===== src/rtl/pipe_stage_skid.sv =====
// pipe_stage_skid: pipeline stage register with a two-entry skid buffer,
// fully registered in_ready, and synchronous flush that inserts a bubble.
//
// Optional feature: define PIPE_STALL_STAT_EN to build the saturating
// back-pressure counter on stall_cnt. When it is undefined, stall_cnt is 0.
//
// Handshake: a transfer happens on a rising edge where valid and ready are
// both high (in_fire = in_valid & in_ready, out_fire = out_valid & out_ready).
// A producer holding valid keeps its payload stable until the transfer.
// Ready never depends combinationally on valid.
//
// level doubles as the FSM state view: 0 = EMPTY, 1 = ONE, 2 = FULL.
module pipe_stage_skid #(
    parameter int                DATA_W      = 136,
    parameter int                CTRL_W      = 24,
    parameter logic [CTRL_W-1:0] CTRL_BUBBLE = '0,
    parameter int                CNT_W       = 16
) (
    input  logic              clk,
    input  logic              rst,
    input  logic              flush,
    input  logic              in_valid,
    output logic              in_ready,
    input  logic [CTRL_W-1:0] in_ctrl,
    input  logic [DATA_W-1:0] in_data,
    output logic              out_valid,
    input  logic              out_ready,
    output logic [CTRL_W-1:0] out_ctrl,
    output logic [DATA_W-1:0] out_data,
    output logic [1:0]        level,
    output logic [CNT_W-1:0]  stall_cnt
);

    typedef enum logic [1:0] {
        ST_EMPTY = 2'd0,
        ST_ONE   = 2'd1,
        ST_FULL  = 2'd2
    } state_t;

    state_t              state_q;
    state_t              state_d;
    logic                in_fire;
    logic                out_fire;
    logic                load_main_in;
    logic                load_main_skid;
    logic                load_skid;
    logic [CTRL_W-1:0]   skid_ctrl;
    logic [DATA_W-1:0]   skid_data;

    assign out_valid = (state_q != ST_EMPTY);
    assign level     = state_q;
    assign in_fire   = in_valid & in_ready;
    assign out_fire  = out_valid & out_ready;

    // Next-state and register-load decode; flush overrides the handshake.
    always_comb begin
        state_d        = state_q;
        load_main_in   = 1'b0;
        load_main_skid = 1'b0;
        load_skid      = 1'b0;
        case (state_q)
            ST_EMPTY: begin
                if (in_fire) begin
                    state_d      = ST_ONE;
                    load_main_in = 1'b1;
                end
            end
            ST_ONE: begin
                if (in_fire && out_fire) begin
                    load_main_in = 1'b1;
                end else if (in_fire) begin
                    state_d   = ST_FULL;
                    load_skid = 1'b1;
                end else if (out_fire) begin
                    state_d = ST_EMPTY;
                end
            end
            ST_FULL: begin
                // in_ready is low here, so only the drain side can move.
                if (out_fire) begin
                    state_d        = ST_ONE;
                    load_main_skid = 1'b1;
                end
            end
            default: begin
                state_d = ST_EMPTY;
            end
        endcase
        if (flush) begin
            state_d        = ST_EMPTY;
            load_main_in   = 1'b0;
            load_main_skid = 1'b0;
            load_skid      = 1'b0;
        end
    end

    // State register and registered in_ready (low exactly while FULL).
    always_ff @(posedge clk) begin
        if (rst) begin
            state_q  <= ST_EMPTY;
            in_ready <= 1'b1;
        end else begin
            state_q  <= state_d;
            in_ready <= (state_d != ST_FULL);
        end
    end

    // Main register: bubble control whenever the stage empties; data holds.
    always_ff @(posedge clk) begin
        if (rst) begin
            out_ctrl <= CTRL_BUBBLE;
            out_data <= '0;
        end else begin
            if (state_d == ST_EMPTY) begin
                out_ctrl <= CTRL_BUBBLE;
            end else if (load_main_in) begin
                out_ctrl <= in_ctrl;
            end else if (load_main_skid) begin
                out_ctrl <= skid_ctrl;
            end
            if (load_main_in) begin
                out_data <= in_data;
            end else if (load_main_skid) begin
                out_data <= skid_data;
            end
        end
    end

    // Skid register: absorbs the entry that arrives while the main one stalls.
    always_ff @(posedge clk) begin
        if (rst) begin
            skid_ctrl <= '0;
            skid_data <= '0;
        end else if (load_skid) begin
            skid_ctrl <= in_ctrl;
            skid_data <= in_data;
        end
    end

`ifdef PIPE_STALL_STAT_EN
    logic [CNT_W-1:0] stall_q;

    // Saturating count of cycles with a valid output held off by downstream.
    always_ff @(posedge clk) begin
        if (rst) begin
            stall_q <= '0;
        end else if (out_valid && !out_ready && (stall_q != {CNT_W{1'b1}})) begin
            stall_q <= stall_q + CNT_W'(1);
        end
    end

    assign stall_cnt = stall_q;
`else
    assign stall_cnt = '0;
`endif

endmodule


===== config.mk =====
export PLATFORM = sky130hd
export DESIGN_NAME = pipe_stage_skid
export DESIGN_NICKNAME = d
export VERILOG_FILES = /design/src/rtl/pipe_stage_skid.sv
export SDC_FILE = /design/constraint.sdc
export NUM_CORES = 1
export LEC_CHECK = 0
export ABC_AREA = 1
export CAP_MARGIN = 20
export CORE_AREA = 2 2 179 181
export CTS_CLUSTER_SIZE = 30
export DETAILED_ROUTE_END_ITERATION = 10
export DIE_AREA = 0 0 181 183
export GPL_ROUTABILITY_DRIVEN = 0
export PLACE_DENSITY = 0.75
export SETUP_SLACK_MARGIN = 0.05
export SYNTH_ARGS = -nofsm -noshare
export SYNTH_HDL_FRONTEND = slang
export SYNTH_SLANG_ARGS = --single-unit

===== constraint.sdc =====
create_clock -name clk -period 1.5 [get_ports clk]
set_input_delay 0.3 -clock clk [delete_from_list [all_inputs] [get_ports clk]]
set_output_delay 0.3 -clock clk [all_outputs]
set_load 0.01 [all_outputs]

Yosys cells after proc, flatten, opt, wreduce, memory -nomap -nowiden
Cells that the tools add are included.
Widths: inputs -> output; s select.
{"block": "classes", "n_lt_le_gt_ge": 0, "n_mux": 21, "n_reduce_logical": 6, "div": 0, "mul": 0, "n_eq_ne": 3, "bitwise_logic": 2, "n_addsub": 0, "n_shift": 0}
{"op": "$mux 136", "count": 2}
{"op": "$mux 24", "count": 2}
{"op": "$mux 2", "count": 6}
{"op": "$mux 1", "count": 9}
{"op": "$pmux 2 s3", "count": 1}
{"op": "$logic_not 2->1", "count": 2}
{"op": "$reduce_bool 2->1", "count": 2}
{"op": "$and 1x1->1", "count": 2}
{"op": "$eq 2x1->1 const B", "count": 1}
{"op": "$eq 2x2->1 const B", "count": 1}
{"op": "$ne 2x2->1 const B", "count": 1}
{"op": "$pmux 1 s2", "count": 1}
{"op": "$reduce_or 2->1", "count": 1}
{"op": "$logic_and 1x1->1", "count": 1}
{"block": "totals", "latch_bits": 0, "inputBits": 165, "ramBits": 0, "mem_bits_ro": 0, "elab_cells": 38, "output_inout_bits": 180, "ff_bits": 323, "memories": 0}

Depth between registers and ports, before layout
Gate-level depths: netlist of the first run.
{"block": "logic_depth", "depth_word": 9, "ltp_mapped": 12, "ltp_nobuf": 10}

Worst setup path after synthesis of the first run
OpenSTA, ideal clock, no wires.
{"block": "synth_path", "path_type": "register -> register", "start": "register state_q[0] (netlist: level[0])", "end": "register out_ctrl[23]", "arrival_time_ns": 1.461, "stages_incl_launch_ff": 13, "path_slack_ns": -0.077, "required_time_ns": 1.384, "period_less_slack_ns": 1.577, "path_buffers": 3, "setup_ns": 0.116, "path_cell_list": "dfxtp_1 buf_2 inv_2 nand2_1 nand2_1 nand2_1 nand2_2 buf_2 buf_4 nand2_1 nand2_1 inv_1 nor2_1"}
{"block": "synth_between", "elab_chain_len": 9, "elab_cells_between_ends": 23, "cone_classes": "2 x eq/ne; 14 x mux; 1 x bitwise; 6 x reduce/logical"}
{"element": "start: declaration", "line_no": "40", "source": "state_t state_q;"}
{"element": "start signal: assignment", "line_no": "103", "source": "state_q <= state_d;"}
{"element": "$reduce_bool 2->1 (*)", "line_no": "50", "source": "assign out_valid = (state_q != ST_EMPTY);"}
{"element": "named net out_valid", "line_no": "26", "source": "output logic out_valid,"}
{"element": "$and 1x1->1 (*)", "line_no": "53", "source": "assign out_fire = out_valid & out_ready;"}
{"element": "$mux 2", "line_no": "74", "source": "end else if (out_fire) begin"}
{"element": "$mux 2", "line_no": "71", "source": "end else if (in_fire) begin"}
{"element": "$mux 2", "line_no": "69", "source": "if (in_fire && out_fire) begin"}
{"element": "$pmux 2 s3", "line_no": "61", "source": "case (state_q)"}
{"element": "$mux 2", "line_no": "89", "source": "if (flush) begin"}
{"element": "$logic_not 2->1", "line_no": "114", "source": "if (state_d == ST_EMPTY) begin"}
{"element": "$reduce_or 2->1 (no line)"}
{"element": "end signal: assignment", "line_no": "117", "source": "out_ctrl <= in_ctrl;"}
{"element": "end signal: assignment", "line_no": "119", "source": "out_ctrl <= skid_ctrl;"}
{"element": "end: declaration", "line_no": "28", "source": "output logic [CTRL_W-1:0] out_ctrl,"}
Mark *: on every way through the listed nets, which the timed path passes. The rest lies on a longest branch.
A chain may end at the register's enable or synchronous reset.

Worst setup path after layout of the first run
{"block": "layout_path", "start": "register in_ready", "end": "register skid_data[5]"}
{"block": "layout_between", "elab_chain_len": 5, "elab_cells_between_ends": 6, "cone_classes": "4 x mux; 1 x bitwise; 1 x reduce/logical"}
{"element": "start: declaration", "line_no": "23", "source": "output logic in_ready,"}
{"element": "start signal: assignment", "line_no": "104", "source": "in_ready <= (state_d != ST_FULL);"}
{"element": "$and 1x1->1 (*)", "line_no": "52", "source": "assign in_fire = in_valid & in_ready;"}
{"element": "$mux 1 / $logic_and 1x1->1 (equally long branches)", "line_no": "71, 69"}
{"element": "$mux 1 (*)", "line_no": "69"}
{"element": "$mux 1 (*)", "line_no": "61"}
{"element": "$mux 1 (*)", "line_no": "89"}
{"element": "end signal: assignment", "line_no": "136", "source": "skid_data <= in_data;"}
{"element": "end: declaration", "line_no": "48", "source": "logic [DATA_W-1:0] skid_data;"}
Every way passes the cells marked *; elsewhere a longest branch is shown, timed or not.

==> run_results.csv, run 1 <==
group,metric,value,unit
timing,period_needed,1.69,ns
placed_design,hpwl,27400,um
timing,maxSlewViolCount,0,
worst_setup_path,timing.rr.start,"in_ready$_SDFF_PP1_",
timing,min_period_over_period,1.13,
clocking,clk_latency,0.51,ns
clocking,cts.sinks,323,
route,routed_via_density,5.47,
die,ios,345,
global_routing,grt-ovfl-total,0,
timing,rsz0062_at_grt,"yes",
job,drv_cap,0,
timing,timing.final.ws_setup,-0.190,ns
yosys,syn_area,13500,sq um
finish,fin_util,0.689,
route,routed_wl,52000,um
yosys,synth_top_flop_cell,"dfxtp_1",
timing,setup_viol,296,
clocking,cts_tree,"built",
finish,post_layout_nonfiller_instances,2804,
yosys,ys_seq_elements,323,
timing,hold_viol,0,
global_routing,grt_pass1_vias,14400,
timing,fin_skew,0.0152,ns
worst_setup_path,crit_path_end_kind,"flop",
yosys,synth_area_leader_cell,"dfxtp_1",
placed_design,port_buffers,328,
outcome,run_status,"complete, but fails checks",
yosys,synth-seq-area-share,0.478,
route,drt_iter0_drc,1538,
finish,layout.nets,2542,
yosys,yosys.area.top_type_share,0.478,
die,start_util,0.433,
yosys,synth_most_common_cell,"nor2_1",
yosys,ys_warn_count,0,
min_path,hp-class,"input pin to flop",
clocking,cts_max_level,2,
placed_design,place_area,17800,sq um
global_routing,grt_max_degree,49,
yosys,ys_top_cells_by_area,"dfxtp_1 (48%), nor2_1 (16%), nand2_1 (11%), nand3_1 (10%), o21ai_0 (6.5%)",
pwr,power_density,986,nW/um^2
worst_setup_path,worstPathMaxFanout,35,
pwr,p_leak,9.49,nW
min_path,hp-start,"in_data[124]",
outcome,violations,"setup timing",
yosys,synth.avg_cell_area,6.80,sq um
clocking,root_buffer,"clkbuf_16",
finish,fin_area,21500,sq um
worst_setup_path,crit_start,"in_ready$_SDFF_PP1_",
timing,holdWs,0.405,ns
route,ant_nets,0,
clocking,ctsHoldBuffers,0,
worst_setup_path,worstPathArrival,2.09,ns
yosys,syn_inst,1988,
die,die_x,181,um
route,firstDrtPassIters,6,
die,core_region_area,31200,sq um
worst_setup_path,critPathKind,"flop to flop",
yosys,ys_top_cells_by_count,"nor2_1 (565), nand2_1 (380), dfxtp_1 (323)",
yosys,synth_edf_count,0,
pwr,peakVddDrop,0.778,mV
worst_setup_path,worstSetupStartpointType,"flop",
worst_setup_path,required,1.90,ns
finish,drive_gt1_frac,0.187,
die,die_area,33100,sq um
yosys,async_flop_share,0,
global_routing,antenna_found_initial,1,
route,route.detailed.drc,0,
global_routing,grt_usage,0.285,
global_routing,grt_pass1_wl,76300,um
finish,syn_to_final_growth,59.1,%
yosys,ys_types,23,
timing,fmax,592,MHz
die,rows,65,
die,die_h,183,um
route,routedWlPerCell,18.6,um
placed_design,dp.cells,2665,
clocking,clk_pin_slew,0.06,ns
clocking,clockBufferDepth,3,
clocking,cts_made_buffers,35,
route,vias,15400,
## registers in the layout, indices dropped and copies added, names as in the netlist
signal and count:
skid_data 136, out_data 136, out_ctrl 24, in_ready 1
level 2, skid_ctrl 24
## area by class of cell
class | instances | area, sq um
Inverter | 60 | 274
Timing Repair Buffer | 502 | 6240
Tap cell | 402 | 503
Fill cell | 2374 | 9710
Clock inverter | 8 | 68.8
Multi-Input combinational cell | 1454 | 6850
Clock buffer | 53 | 1070
Sequential cell | 323 | 6480
Antenna cell | 1 | 2.50
Timing Repair inverter | 1 | 30.0
## repair_timing
| item | CTS | global route |
|---|---|---|
| gates cloned | 42 | 16 |
| setup buffers | 24 | 12 |
| gates resized for setup | 449 | 317 |
| pin swaps | 30 | 55 |
| endpoints found under the setup margin | 478 | 425 |
## cell families (layout without fill, tap and decap cells)
kind of cell           count (synthesis)  in the layout  synth area share
buffers and inverters                227            624            0.0756
AO/OA/AOI/OAI                        213            213            0.0790
AND/OR/NAND/NOR                     1224           1225             0.367
other                                  1             17          0.000277
flip-flops                           323            323             0.478
## critical path, stage by stage, from the launching register on
cell and delay, ns:
dfxtp_2 0.35, nand2_4 0.07, nor3_4 0.22, buf_6 0.13
nand3_4 0.14, buf_6 0.18, buf_12 0.16, o21ai_1 0.21
nor2_1 0.07
## per-stage QoR
stage                     TNS, ns  power (mW)  setup slack (ns)
after global placement    -142.73        12.1            -0.580
final                      -16.32        21.2            -0.190
after CTS                  -28.98        20.9            -0.181
after detailed placement  -161.22        12.2            -0.634
after floorplan                 0        10.6            0.0337
after global routing       -38.61        21.9            -0.240
## per-layer routing
layer / up-vias / GRT usage / share of wire
li1: 7111 / - / -
met1: 7191 / 0.357 / 0.39
met2: 881 / 0.489 / 0.48
met3: 167 / 0.0461 / 0.088
met4: 0 / 0.121 / 0.043
met5: - / 0 / 0
## layout by cell type (no fill, tap or decap), types with 4 or more instances in the layout
cell type | synthesis | final
clkbuf_8 | 0 | 8
clkbuf_16 | 0 | 51
buf_16 | 0 | 38
nor2_2 | 0 | 40
clkbuf_1 | 70 | 8
o21ai_2 | 0 | 81
a21oi_2 | 0 | 4
nand2_2 | 2 | 12
o21ai_1 | 10 | 78
clkdlybuf4s50_1 | 0 | 164
buf_6 | 0 | 28
dfxtp_2 | 0 | 6
a21oi_1 | 26 | 22
clkinv_2 | 0 | 6
buf_2 | 53 | 4
nand2_1 | 380 | 363
buf_12 | 0 | 41
nand3_2 | 1 | 25
conb_1 | 1 | 16
nand3_1 | 270 | 243
dfxtp_1 | 323 | 315
o21ai_0 | 176 | 25
inv_1 | 54 | 53
nor2_1 | 565 | 520
nand2_4 | 0 | 5
dlygate4sd2_1 | 0 | 99
nor2_4 | 1 | 6
buf_4 | 26 | 39
buf_8 | 0 | 10
clkdlybuf4s15_1 | 0 | 40
clkdlybuf4s15_2 | 0 | 21
## worst paths after layout
kind	end	slack, ns	cells past startpoint
max	skid_data[5]$_SDFFE_PP0P_	-0.19	8
min	out_data[124]$_SDFFE_PP0P_	0.41	3
max reg2reg	skid_data[5]$_SDFFE_PP0P_	-0.19	8
min reg2reg	skid_data[134]$_SDFFE_PP0P_	0.45	2
## power by group
| group | internal [mW] | switching (mW) | leakage, nW |
|---|---|---|---|
| clock | 5.07 | 3.52 | 0.565 |
| sequential | 8.95 | 0.232 | 2.64 |
| combinational | 1.72 | 1.72 | 6.29 |
| total | 15.7 | 5.48 | 9.49 |
No activity file was read; power rests on OpenSTA's default activity.
==> run 2, diff against run 1 <==
--- a/config.mk
+++ b/config.mk
@@ -11,7 +11,6 @@
 export CTS_CLUSTER_SIZE = 30
 export DETAILED_ROUTE_END_ITERATION = 10
 export DIE_AREA = 0 0 181 183
-export GPL_ROUTABILITY_DRIVEN = 0
 export PLACE_DENSITY = 0.75
 export SETUP_SLACK_MARGIN = 0.05
 export SYNTH_ARGS = -nofsm -noshare
==> results of run 2 <==
Final layout, timing and power as in run 1 (identical DEF).
==> run 3, diff against run 2 <==
--- a/config.mk
+++ b/config.mk
@@ -11,6 +11,7 @@
 export CTS_CLUSTER_SIZE = 30
 export DETAILED_ROUTE_END_ITERATION = 10
 export DIE_AREA = 0 0 181 183
+export GPL_ROUTABILITY_DRIVEN = 0
 export PLACE_DENSITY = 0.75
 export SETUP_SLACK_MARGIN = 0.05
 export SYNTH_ARGS = -nofsm -noshare
==> results of run 3 <==
Final layout, timing and power as in run 1 (identical DEF).
